<file path="config.mk">
export PLATFORM = sky130hd
export DESIGN_NAME = alu_rr_arbiter
export DESIGN_NICKNAME = d
export VERILOG_FILES = /design/src/rtl/alu_pkg.sv /design/src/rtl/rr_pick2.sv /design/src/rtl/alu_rr_arbiter.sv
export SDC_FILE = /design/constraint.sdc
export NUM_CORES = 1
export LEC_CHECK = 0
export CAP_MARGIN = 20
export CORE_MARGIN = 5
export CORE_UTILIZATION = 44
export CTS_CLUSTER_DIAMETER = 40
export DETAILED_ROUTE_END_ITERATION = 10
export PLACE_DENSITY_LB_ADDON = 0.08
export SLEW_MARGIN = 20
export SYNTH_ARGS = -nofsm -noshare
export SYNTH_HDL_FRONTEND = slang
export SYNTH_SLANG_ARGS = --single-unit
</file>
<file path="constraint.sdc">
create_clock -name CLK -period 8.3 [get_ports CLK]
set_input_delay 0.83 -clock CLK [delete_from_list [all_inputs] [get_ports CLK]]
set_output_delay 0.83 -clock CLK [all_outputs]
set_load 0.005 [all_outputs]
</file>
<file path="src/rtl/alu_pkg.sv">
// Shared definitions for the round-robin ALU arbiter: opcodes, FSM states, default width.
package alu_pkg;

  localparam int WIDTH_DEF = 32;

  localparam logic [2:0] OP_ADD = 3'b000;
  localparam logic [2:0] OP_AND = 3'b001;
  localparam logic [2:0] OP_OR  = 3'b010;
  localparam logic [2:0] OP_MUL = 3'b011;
  localparam logic [2:0] OP_SUB = 3'b100;
  localparam logic [2:0] OP_SLT = 3'b101;

  typedef enum logic [1:0] {
    IDLE = 2'd0,
    EXEC = 2'd1,
    RESP = 2'd2
  } arb_state_e;

endpackage

</file>
<file path="src/rtl/rr_pick2.sv">
// Combinational 2-way round-robin picker: a lone valid always wins,
// a tie goes to the requester named by the pointer.
module rr_pick2 (
  input  logic [1:0] valid_i,
  input  logic       ptr_i,
  output logic [1:0] grant_o
);

  // One-hot grant from the valid pair and the priority pointer
  always_comb begin
    grant_o = 2'b00;
    if (valid_i == 2'b11) begin
      grant_o = ptr_i ? 2'b10 : 2'b01;
    end else begin
      grant_o = valid_i;
    end
  end

endmodule

</file>
<file path="src/rtl/alu_rr_arbiter.sv">
// Shares one registered ALU between two requesters with round-robin arbitration.
// Flow: IDLE (accept) -> EXEC (ALU_LAT+1 cycles) -> RESP (wait for consumer) -> IDLE.
module alu_rr_arbiter
  import alu_pkg::*;
#(
  parameter int WIDTH   = WIDTH_DEF,
  parameter int ALU_LAT = 1
) (
  input  logic             CLK,
  input  logic             RST,
  input  logic             req0_valid,
  output logic             req0_ready,
  input  logic [WIDTH-1:0] req0_a,
  input  logic [WIDTH-1:0] req0_b,
  input  logic [2:0]       req0_sel,
  input  logic             req1_valid,
  output logic             req1_ready,
  input  logic [WIDTH-1:0] req1_a,
  input  logic [WIDTH-1:0] req1_b,
  input  logic [2:0]       req1_sel,
  output logic             rsp0_valid,
  input  logic             rsp0_ready,
  output logic [WIDTH-1:0] rsp0_result,
  output logic             rsp0_zero,
  output logic             rsp1_valid,
  input  logic             rsp1_ready,
  output logic [WIDTH-1:0] rsp1_result,
  output logic             rsp1_zero,
  output logic [WIDTH-1:0] alu_a,
  output logic [WIDTH-1:0] alu_b,
  output logic [2:0]       alu_sel,
  input  logic [WIDTH-1:0] alu_r,
  input  logic             alu_z
);

  // Counter is loaded with ALU_LAT, so EXEC spans ALU_LAT+1 cycles.
  localparam int CNT_W = $clog2(ALU_LAT + 1) + 1;

  arb_state_e       state_q, state_d;
  logic             ptr_q, ptr_d;
  logic             gnt_id_q, gnt_id_d;
  logic [CNT_W-1:0] cnt_q, cnt_d;
  logic [WIDTH-1:0] alu_a_q, alu_a_d;
  logic [WIDTH-1:0] alu_b_q, alu_b_d;
  logic [2:0]       alu_sel_q, alu_sel_d;
  logic             rsp0_valid_q, rsp0_valid_d;
  logic             rsp1_valid_q, rsp1_valid_d;
  logic [WIDTH-1:0] rsp0_result_q, rsp0_result_d;
  logic [WIDTH-1:0] rsp1_result_q, rsp1_result_d;
  logic             rsp0_zero_q, rsp0_zero_d;
  logic             rsp1_zero_q, rsp1_zero_d;
  logic [1:0]       grant_s;
  logic             rsp_done_s;

  rr_pick2 u_pick (
    .valid_i (({req1_valid, req0_valid})),
    .ptr_i   (ptr_q),
    .grant_o (grant_s)
  );

  // Ready is offered only in IDLE, and only to the picked requester
  assign req0_ready = (state_q == IDLE) && grant_s[0];
  assign req1_ready = (state_q == IDLE) && grant_s[1];

  assign rsp_done_s = gnt_id_q ? (rsp1_valid_q && rsp1_ready) : (rsp0_valid_q && rsp0_ready);

  assign alu_a       = alu_a_q;
  assign alu_b       = alu_b_q;
  assign alu_sel     = alu_sel_q;
  assign rsp0_valid  = rsp0_valid_q;
  assign rsp1_valid  = rsp1_valid_q;
  assign rsp0_result = rsp0_result_q;
  assign rsp1_result = rsp1_result_q;
  assign rsp0_zero   = rsp0_zero_q;
  assign rsp1_zero   = rsp1_zero_q;

  // Next-state and next-register computation for the arbitration FSM
  always_comb begin
    state_d       = state_q;
    ptr_d         = ptr_q;
    gnt_id_d      = gnt_id_q;
    cnt_d         = cnt_q;
    alu_a_d       = alu_a_q;
    alu_b_d       = alu_b_q;
    alu_sel_d     = alu_sel_q;
    rsp0_valid_d  = rsp0_valid_q;
    rsp1_valid_d  = rsp1_valid_q;
    rsp0_result_d = rsp0_result_q;
    rsp1_result_d = rsp1_result_q;
    rsp0_zero_d   = rsp0_zero_q;
    rsp1_zero_d   = rsp1_zero_q;
    case (state_q)
      IDLE: begin
        if (grant_s != 2'b00) begin
          gnt_id_d  = grant_s[1];
          alu_a_d   = grant_s[1] ? req1_a : req0_a;
          alu_b_d   = grant_s[1] ? req1_b : req0_b;
          alu_sel_d = grant_s[1] ? req1_sel : req0_sel;
          cnt_d     = CNT_W'(ALU_LAT);
          state_d   = EXEC;
        end else begin
          state_d = IDLE;
        end
      end
      EXEC: begin
        if (cnt_q == {CNT_W{1'b0}}) begin
          if (gnt_id_q) begin
            rsp1_result_d = alu_r;
            rsp1_zero_d   = alu_z;
            rsp1_valid_d  = 1'b1;
          end else begin
            rsp0_result_d = alu_r;
            rsp0_zero_d   = alu_z;
            rsp0_valid_d  = 1'b1;
          end
          state_d = RESP;
        end else begin
          cnt_d = cnt_q - CNT_W'(1);
        end
      end
      RESP: begin
        if (rsp_done_s) begin
          rsp0_valid_d = 1'b0;
          rsp1_valid_d = 1'b0;
          ptr_d        = ~gnt_id_q;
          state_d      = IDLE;
        end else begin
          state_d = RESP;
        end
      end
      default: begin
        state_d = IDLE;
      end
    endcase
  end

  // State and output registers; reset discards any in-flight operation
  always_ff @(posedge CLK or posedge RST) begin
    if (RST) begin
      state_q       <= IDLE;
      ptr_q         <= 1'b0;
      gnt_id_q      <= 1'b0;
      cnt_q         <= {CNT_W{1'b0}};
      alu_a_q       <= {WIDTH{1'b0}};
      alu_b_q       <= {WIDTH{1'b0}};
      alu_sel_q     <= 3'b000;
      rsp0_valid_q  <= 1'b0;
      rsp1_valid_q  <= 1'b0;
      rsp0_result_q <= {WIDTH{1'b0}};
      rsp1_result_q <= {WIDTH{1'b0}};
      rsp0_zero_q   <= 1'b0;
      rsp1_zero_q   <= 1'b0;
    end else begin
      state_q       <= state_d;
      ptr_q         <= ptr_d;
      gnt_id_q      <= gnt_id_d;
      cnt_q         <= cnt_d;
      alu_a_q       <= alu_a_d;
      alu_b_q       <= alu_b_d;
      alu_sel_q     <= alu_sel_d;
      rsp0_valid_q  <= rsp0_valid_d;
      rsp1_valid_q  <= rsp1_valid_d;
      rsp0_result_q <= rsp0_result_d;
      rsp1_result_q <= rsp1_result_d;
      rsp0_zero_q   <= rsp0_zero_d;
      rsp1_zero_q   <= rsp1_zero_d;
    end
  end

endmodule

</file>
* After elaboration in Yosys (flattened, before gate mapping)
Index checks and enable logic that the tools add are counted.
Operators by class: multiplexer cells 20, add/subtract/negate cells 1, eq/ne operators 9, reduce and logical (&&, ||, !) cells 16, bitwise operators 1
Operators by type and width (count):
- 32-bit 2-to-1 mux | 2
- 2-bit 2-to-1 mux | 6
- 2-bit != test (second input constant) | 5
- 3-bit AND reduction | 3
- 4-bit AND reduction | 2
- 1-bit 2-to-1 mux | 7
- 2-bit one-hot mux with 3 select lines | 1
- 2-bit nonzero test | 3
- 2-bit equality test (second input constant) | 2
- 1-bit logical AND | 4
- 2-bit zero test | 2
- 1-bit one-hot mux with 2 select lines | 2
- 2-bit one-hot mux with 2 select lines | 1
- 2-bit AND reduction | 2
- 3-bit 2-to-1 mux | 1
- 2-bit by 1-bit equality test with 1-bit output (second input constant) | 1
- 2-bit by 1-bit != test with 1-bit output (second input constant) | 1
- 2-bit by 1-bit subtractor with 2-bit output (second input constant) | 1
- 1-bit NOT | 1
Storage, ports and cells: input port bits 173, register bits after elaboration 141, output and inout port bits 137, word-level logic and storage cells 60

* Logic depth before layout (Yosys ltp)
Gate-level depths: netlist of run 1.
word-level depth 5, mapped depth 8, gate-level depth less buffers 5

* By module
From an unflattened synthesis of run 1, not the netlist that was laid out.
Unflattened totals: cells, all modules 483, area, all modules 6216.0 um2
Modules (own cells, without submodules):
- alu_rr_arbiter | cells an instance 480, area an instance 6197.2 um2, seq. area each 3528.4 um2, times used 1
- rr_pick2 | cells an instance 3, area an instance 18.8 um2, seq. area each 0.0 um2, times used 1

* Worst setup path before layout of run 1
No wires, ideal clock.
path type input-to-output, from in req1_valid, to out req1_ready, data arrival time 1.708 ns, slack 5.762 ns, buffers on the path 3, stages on the path 5, required time 7.470 ns, path through buf_6 > clkbuf_1 > buf_1 > nand2_1 > nor2_1
Between the ends: longest elaborated chain between the ends 3
RTL lines:
- start, declared | line alu_rr_arbiter.sv:16 | input logic req1_valid,
- 2-bit equality test | line rr_pick2.sv:12 | if (valid_i == 2'b11) begin
- 2-bit 2-to-1 mux (*) | line rr_pick2.sv:12
- 1-bit logical AND (*) | line alu_rr_arbiter.sv:63 | assign req1_ready = (state_q == IDLE) && grant_s[1];
- end, declared | line alu_rr_arbiter.sv:17 | output logic req1_ready,
Every way passes the cells marked *; elsewhere a longest branch is shown, timed or not.

* Worst setup path after layout of run 1
from in req0_valid, to out req1_ready
Between the ends: longest elaborated chain between the ends 3
RTL lines:
- start, declared | line alu_rr_arbiter.sv:11 | input logic req0_valid,
- 2-bit equality test | line rr_pick2.sv:12
- 2-bit 2-to-1 mux | line rr_pick2.sv:12
- 1-bit logical AND | line alu_rr_arbiter.sv:63
Every way passes these cells.

==> impl_metrics.yaml, run 1 <==
sta:
  fin_crit_sh: 0.437
  fin_tns_setup_ps: 0
  finalSetupViolations: 0
  worstMarginPinSlew_ps: 978
  hold_viol_final: 0
  skew_ps: 7.25
  maxSlewHeadroom: 0.347
  rsz0062_at_grt: "no"
  slew_violations: 0
  min_period_ps: 3630
  max_freq_mhz: 275
placement:
  place_congestion: 0.859
  placed_area_mm2: 0.00937
  dpl.hpwl_mm: 14.6
  dpl.cell_count: 1011
  numPortBuffers: 309
final_layout:
  final_common_cell: "clkdlybuf4s50_1"
  final_cell_mix: "clkdlybuf4s50_1, dfrtp_1, a21oi_1"
  fin_nets: 1024
  drive_gt1_frac: 0.134
  post-route-util: 0.723
  fin_area_mm2: 0.0100
  syn_to_final_growth_pct: 61.5
  instances_no_fill: 1044
run_status:
  status: "finished clean"
power:
  power_w: 0.00367
  p_leak_nw: 3.94
  clkPwrFrac: 0.217
  p_sw_frac: 0.310
  pwr-share-seq: 0.341
  p_int_w: 0.00253
  p_sw_w: 0.00114
  pwr-share-comb: 0.442
  peakVddDrop_uv: 174
  power_density_mw_per_mm2: 367
synth:
  yosysUniqueCellTypes: 26
  netlist_area_mm2: 0.00619
  seq_area_frac_synth: 0.570
  syn-num-nets: 748
  synth_cells: 574
  synth.avg_cell_area_um2: 10.8
  ys_ff_latch: 141
  ys.warnings.count: 0
clock_tree:
  cts.sink_count: 141
  post_cts_resized: 0
  cts_buffers: 17
  post_cts_buffers: 0
  cts_buffer_depth: 2
  clkLatencyLatePin_ps: 420
  cts-htree-levels: 4
  tritoncts: "done"
  holdBufCountCts: 0
  clockRootBuffer: "clkbuf_16"
  path_clk_slew_ps: 60
floorplan:
  fp-row-count: 43
  fp.dieH_um: 129
  die_area_mm2: 0.0166
  ios: 310
  initial_core_util: 0.448
  fp.dieW_um: 129
  core_mm2: 0.0138
routing:
  finalWirelength_mm: 21.0
  dr.pass1.iters: 5
  routedWlPerCell_um: 20.1
  ant_nets: 0
  drt_iter0_drc: 422
  remaining_drc_errors: 0
  route.vias.total: 5902
  viasPerCell: 5.65
worst_hold_path:
  min_to: "rsp1_result[5]"
  hold_path.startpoint: "rsp1_result[5]"
  min_path_cells: 1
  hold_class: "reg -> reg"
setup_path:
  slowest_stage: "buf_4"
  cp_cell_sequence: "clkdlybuf4s50_1, nand2b_2, buf_4, nand2_1, nor2_1, clkdlybuf4s50_1"
  max_stage_delay_ps: 570
  ff2ff_path_depth: 3
  worstPathMaxFanout: 68
  crit_path_frequent_cell: "clkdlybuf4s50_1"
  reg2reg_to: "rsp1_result[8]"
  cp-end-kind: "output pin"
  path_class: "in -> out"
  start_kind: "primary input"
  cp.arrival_ps: 2800
  required_ps: 7470
  rrSetupSlack_ps: 6120
  reg2reg_from: "state_q[1]"
flow_run:
  cap_viol_max_count: 0
global_routing:
  antenna_found_initial: 1
  grt_pass1_wl_mm: 32.4
  grt.total_usage: 0.249
  grt_max_degree: 92
  overflow: 0
  grt_pass1_vias: 6077
-- how the worst max path moves through the flow --
stage / startpoint / end / slack (ps) / cells after the start
6_report: req0_valid / req1_ready / 4670 / 6
5_1_grt: req0_valid / req1_ready / 4570 / 6
3_3_place_gp: req1_valid / alu_b[21] / 4610 / 6
4_1_cts: req0_valid / req1_ready / 4670 / 6
2_1_floorplan: RST / alu_a[0] / 3690 / 1
3_5_place_dp: req0_valid / req1_ready / 4680 / 6
-- synthesized netlist by cell type (all sizes together) --
library cell / n / share of area
clkbuf: 38 / 0.023
dfrtp: 141 / 0.57
o22ai: 1 / 0.0010
inv: 7 / 0.0042
or2: 2 / 0.0020
o21ai: 68 / 0.055
mux2: 66 / 0.12
nor4bb: 1 / 0.0016
nand2: 5 / 0.0030
o2bb2ai: 2 / 0.0028
a31oi: 67 / 0.068
mux2i: 1 / 0.0016
nor2: 4 / 0.0024
ha: 1 / 0.0020
and2: 1 / 0.0010
nor3b: 1 / 0.0012
nand3: 69 / 0.056
nand2b: 3 / 0.0030
nor2b: 2 / 0.0020
buf: 22 / 0.022
nand3b: 1 / 0.0012
a21oi: 71 / 0.057
-- flip-flops by register name (all words and copies together), names as in the netlist --
name         cells
alu_a           32
alu_b           32
alu_sel          3
cnt_q            2
gnt_id_q         1
ptr_q            1
rsp0_result     32
rsp0_valid       1
rsp0_zero        1
rsp1_result     32
rsp1_valid       1
rsp1_zero        1
state_q          2
-- routing by layer --
layer / up-vias / routed length (um) / track usage
li1: 2666 / - / -
met1: 2860 / 7840 / 0.293
met2: 324 / 10500 / 0.420
met3: 52 / 1890 / 0.0822
met4: 0 / 750 / 0.103
met5: - / 0 / 0
-- metrics by stage --
stage          setup slack [ps]  hold slack [ps]
2_1_floorplan              3690              456
3_3_place_gp               4610              471
3_5_place_dp               4680              494
4_1_cts                    4670              507
5_1_grt                    4570              510
6_report                   4670              502
-- cell families (layout without fill, tap and decap cells) --
family,Yosys count,count (layout),share of synthesized area
AOI/OAI and AO/OA,209,209,0.184
adders and majority gates,1,1,0.00202
buffers and inverters,67,356,0.0497
DFF,141,141,0.570
muxes,67,67,0.122
other,0,1,0
and+or+nand+nor,89,89,0.0733
-- critical path, delay by kind of cell --
family | cells | cell delay (ps)
buffers and inverters | 3 | 1550
and+or+nand+nor | 3 | 420
-- power by group through the flow --
stage,clock network (W),registers [W],logic (W)
2_1_floorplan,0,0.00125,0.000650
3_3_place_gp,0,0.00124,0.00158
3_5_place_dp,0,0.00125,0.00163
4_1_cts,0.000808,0.00125,0.00164
5_1_grt,0.000835,0.00129,0.00175
6_report,0.000794,0.00125,0.00162
-- final cells by class --
class / count / area [um2]
fillers: 976 / 3820
inverters: 7 / 31.3
flip-flops and latches: 141 / 3530
diodes: 1 / 2.50
multi-input cells: 366 / 2400
well taps: 180 / 225
repair buffers: 317 / 3190
clock inverters: 9 / 133
clock buffers: 23 / 498
Power figures use the tool's default switching activity.
==> inputs of run 2 (changes only) <==
--- a/config.mk
+++ b/config.mk
@@ -7,7 +7,7 @@
 export LEC_CHECK = 0
 export CAP_MARGIN = 20
 export CORE_MARGIN = 5
-export CORE_UTILIZATION = 44
+export CORE_UTILIZATION = 41
 export CTS_CLUSTER_DIAMETER = 40
 export DETAILED_ROUTE_END_ITERATION = 10
 export PLACE_DENSITY_LB_ADDON = 0.08
==> constraint.sdc (replaced) <==
create_clock -name CLK -period 3.6 [get_ports CLK]
set_input_delay 0.36 -clock CLK [delete_from_list [all_inputs] [get_ports CLK]]
set_output_delay 0.36 -clock CLK [all_outputs]
set_load 0.005 [all_outputs]
==> run 2 against run 1 <==
Compared with the run above:
- register-to-register slack got worse by 4800 ps
- critical path depth shrank 2
- core utilization shrank 6.4 points
- sequential cell count unchanged
- global-route usage is 1.6 points lower
- first-iteration DRC count shrank 38%
- sequential share of layout area is 0.34 points higher
==> impl_metrics.yaml, run 2 (synthesis gave the netlist of run 1 again) <==
sta:
  fin_tns_setup_ps: 0
  rsz0062_at_grt: "no"
  min_period_ps: 2410
  skew_ps: 10.5
  whs_ps: 431
  worstMarginPinSlew_ps: 961
  finalSetupViolations: 0
  max_freq_mhz: 414
  hold_viol_final: 0
  maxSlewHeadroom: 0.358
  fin_crit_sh: 0.671
  slew_violations: 0
  setup_ws_ps: 1190
placement:
  place_ws_ps: 1170
  place_congestion: 0.872
  numPortBuffers: 309
  dpl.hpwl_mm: 14.9
floorplan:
  die_area_mm2: 0.0177
  fp.dieH_um: 133
  fp.dieW_um: 133
  core_mm2: 0.0150
  initial_core_util: 0.412
  ios: 310
  fp-row-count: 45
worst_hold_path:
  hold_class: "in -> async"
power:
  p_leak_nw: 3.91
  power_density_mw_per_mm2: 820
  power_w: 0.00812
  peakVddDrop_uv: 356
clock_tree:
  cts_buffers: 17
  cts.sink_count: 141
  path_clk_slew_ps: 60
  cts-htree-levels: 4
  clockRootBuffer: "clkbuf_16"
  post_cts_buffers: 0
  cts_buffer_depth: 2
  clkLatencyLatePin_ps: 410
  holdBufCountCts: 0
  tritoncts: "done"
  post_cts_resized: 0
flow_run:
  cap_viol_max_count: 0
routing:
  ant_nets: 0
  viasPerCell: 5.51
  remaining_drc_errors: 0
  dr.pass1.iters: 5
  drt_iter0_drc: 262
  finalWirelength_mm: 20.5
  route.vias.total: 5800
  routedWlPerCell_um: 19.5
setup_path:
  path_class: "reg -> out"
  worstPathMaxFanout: 17
  cp-end-kind: "output pin"
  required_ps: 3240
  slowest_stage: "clkdlybuf4s50_1"
  start_kind: "flop"
  rrSetupSlack_ps: 1350
  cp_cell_sequence: "nor2_4, nand2_1, a21oi_1, clkdlybuf4s50_1"
  cp.arrival_ps: 2050
  max_stage_delay_ps: 530
  crit_buf_inv: 1
  critPathTopFamily: "buffers and inverters"
global_routing:
  grt_pass1_wl_mm: 32.6
  grt_pass1_vias: 6178
  grt_max_degree: 90
  grt.total_usage: 0.233
  antenna_found_initial: 1
  overflow: 0
final_layout:
  final_cell_mix: "clkdlybuf4s50_1, dfrtp_1, a21oi_1"
  syn_to_final_growth_pct: 59.9
  post-route-util: 0.659
  drive_gt1_frac: 0.132
  num_antenna_cells: 0
  final_common_cell: "clkdlybuf4s50_1"
  fin_nets: 1027
run_status:
  status: "finished clean"
[run 2: changes by cell type in the layout (fill, tap and decap cells not counted), sizes merged]
cell and delta:
buf +3, diode -1, clkinv +3, inv -1, clkinvlp -2, clkbuf +1, bufinv -3
[run 2: tightest hold or removal path, cell delays in order]
cell and delay (ps):
clkdlybuf4s50_1 460, clkinvlp_4 140, buf_12 260
[run 2: cell type report]
type | instances | area (um2)
Clock buffer | 24 | 482
Clock inverter | 6 | 38.8
Fill cell | 1165 | 5130
Inverter | 7 | 30.0
Multi-Input combinational cell | 366 | 2400
Sequential cell | 141 | 3530
Tap cell | 188 | 235
Timing Repair Buffer | 320 | 3200
[run 2: path summary, 6_finish.rpt]
check | startpoint | endpoint | cells past startpoint
max in group asynchronous | RST | alu_a[29] | 3
worst max register to register | state_q[1] | alu_a[10] | 4
worst min-delay path | RST | rsp0_result[7] | 3
worst min register to register | rsp0_result[9] | rsp0_result[9] | 1
min in group CLK | rsp0_result[9] | rsp0_result[9] | 1
worst max-delay path | state_q[1] | req0_ready | 4
[run 2: metrics by stage]
step	instances	area (um2)
after global routing	1052	9910
after detailed placement	1022	9390
after CTS	1052	9910
final	1052	9910
after global placement	1022	9390
after floorplan	574	6200
[run 2: metal layers]
layer	track usage	wire length [um]	vias up
met3	0.0856	1800	63
met2	0.384	10000	287
met4	0.124	959	2
met5	0	13	-
met1	0.264	7730	2778
li1	-	-	2670
[run 2: power by group]
part	total (W)	switching, W	internal (W)
Clock	0.00154	0.000613	0.000924
Sequential	0.00288	0.000473	0.00240
Combinational	0.00371	0.00148	0.00223
==> inputs of run 3 (changes only) <==
--- a/config.mk
+++ b/config.mk
@@ -7,7 +7,7 @@
 export LEC_CHECK = 0
 export CAP_MARGIN = 20
 export CORE_MARGIN = 5
-export CORE_UTILIZATION = 41
+export CORE_UTILIZATION = 37
 export CTS_CLUSTER_DIAMETER = 40
 export DETAILED_ROUTE_END_ITERATION = 10
 export PLACE_DENSITY_LB_ADDON = 0.08
==> constraint.sdc (replaced) <==
create_clock -name CLK -period 2.2 [get_ports CLK]
set_input_delay 0.22 -clock CLK [delete_from_list [all_inputs] [get_ports CLK]]
set_output_delay 0.22 -clock CLK [all_outputs]
set_load 0.005 [all_outputs]
==> run 3 against run 2 <==
Compared with the run above:
- global-route usage decreased by 1.8 points
- clock skew decreased by 2.6 ps
- sequential cell count unchanged
- sequential power increased by 62%
- combinational power increased by 67%
- setup slack got worse by 1100 ps
- die area increased by 10%
- register-to-register slack got worse by 960 ps
- power increased by 72%
- largest power group unchanged
==> impl_metrics.yaml, run 3 (synthesis gave the netlist of run 1 again) <==
clock_tree:
  cts-htree-levels: 4
  clockRootBuffer: "clkbuf_16"
  cts_buffers: 17
  cts_buffer_depth: 2
  cts.sink_count: 141
  clkLatencyLatePin_ps: 410
  post_cts_buffers: 0
  post_cts_resized: 0
  holdBufCountCts: 0
  path_clk_slew_ps: 60
  tritoncts: "done"
global_routing:
  grt.total_usage: 0.215
  grt_max_degree: 80
  grt_pass1_wl_mm: 33.6
  overflow: 0
  grt_pass1_vias: 6231
  antenna_found_initial: 1
placement:
  dpl.hpwl_mm: 14.5
  numPortBuffers: 309
  place_congestion: 0.847
  placed_area_mm2: 0.00950
  dpl.cell_count: 1056
sta:
  hold_viol_final: 0
  rsz0062_at_grt: "no"
  skew_ps: 7.90
  finalSetupViolations: 0
  slew_violations: 0
  max_freq_mhz: 484
  maxSlewHeadroom: 0.328
  fin_tns_setup_ps: 0
  min_period_ps: 2070
  worstMarginPinSlew_ps: 1010
  fin_crit_sh: 0.939
final_layout:
  fin_nets: 1029
  drive_gt1_frac: 0.141
  final_common_cell: "clkdlybuf4s50_1"
  instances_no_fill: 1089
  final_cell_mix: "clkdlybuf4s50_1, dfrtp_1, a21oi_1"
  post-route-util: 0.614
  fin_area_mm2: 0.0101
  syn_to_final_growth_pct: 63.7
power:
  power_density_mw_per_mm2: 1370
  p_leak_nw: 3.99
  peakVddDrop_uv: 653
setup_path:
  start_kind: "flop"
  cp-end-kind: "output pin"
  max_stage_delay_ps: 540
  path_class: "reg -> out"
  cp.arrival_ps: 1850
  worstPathMaxFanout: 6
  slowest_stage: "clkdlybuf4s50_1"
  cp_cell_sequence: "or2_2, nor2_1, clkdlybuf4s50_1"
  required_ps: 1980
worst_hold_path:
  hold_class: "in -> reg"
floorplan:
  fp.dieH_um: 139
  ios: 310
  initial_core_util: 0.375
  die_area_mm2: 0.0194
  fp-row-count: 47
  fp.dieW_um: 139
  core_mm2: 0.0165
routing:
  ant_nets: 0
  finalWirelength_mm: 20.9
  viasPerCell: 5.34
  dr.pass1.iters: 5
  route.vias.total: 5811
  drt_iter0_drc: 359
  remaining_drc_errors: 0
  routedWlPerCell_um: 19.2
flow_run:
  cap_viol_max_count: 0
run_status:
  status: "finished clean"
-- run 3: cell count changes in the layout (fill, tap and decap cells not counted), moves of 2 or more --
cell,previous run,this run
buf_12,2,7
buf_4,9,6
bufinv_16,0,4
clkbuf_1,4,0
clkbuf_8,3,0
clkinv_4,1,5
clkinvlp_4,3,1
inv_6,0,3
-- run 3: cell type report --
type / count / area [um2]
fillers: 1331 / 6380
multi-input cells: 366 / 2400
inverters: 7 / 30.0
flip-flops and latches: 141 / 3530
clock inverters: 15 / 211
repair buffers: 322 / 3270
well taps: 220 / 275
diodes: 1 / 2.50
clock buffers: 17 / 425
-- run 3: path summary, 6_finish.rpt --
| path | endpoint | from | cells after the start | slack, ps |
|---|---|---|---|---|
| max | req1_ready | state_q[1] | 3 | 130 |
| min | gnt_id_q | req1_valid | 3 | 140 |
| max reg2reg | rsp0_result[15] | cnt_q[0] | 5 | 390 |
| min reg2reg | rsp1_result[3] | rsp1_result[3] | 1 | 500 |
| max in group asynchronous | rsp1_result[21] | RST | 3 | 1560 |
| min in group asynchronous | alu_a[14] | RST | 3 | 290 |
-- run 3: worst max-delay path, delay by kind of cell, from the launching register on --
kind / cells / cell delay (ps)
flip-flops: 1 / 480
buffers and inverters: 1 / 540
AND/OR/NAND/NOR: 2 / 420
-- run 3: stage by stage --
| stage | hold WS (ps) | setup slack, ps | power (W) |
|---|---|---|---|
| after floorplan | 371 | 217 | 0.00717 |
| after global placement | 475 | 226 | 0.0108 |
| after detailed placement | 493 | 194 | 0.0110 |
| after CTS | 134 | 99.1 | 0.0141 |
| after global routing | 149 | 22.6 | 0.0148 |
| final | 145 | 134 | 0.0139 |
-- run 3: power breakdown --
part,total [W],switching (W),internal [W]
Combinational,0.00619,0.00245,0.00374
Sequential,0.00468,0.000752,0.00393
Clock,0.00307,0.00115,0.00192
Total,0.0139,0.00435,0.00959
-- run 3: routing by layer --
metal	track usage	vias up	wire length (um)
met2	0.355	290	10400
met3	0.0700	33	1870
met1	0.260	2814	8080
li1	-	2674	-
met5	0	-	0
met4	0.0865	0	607
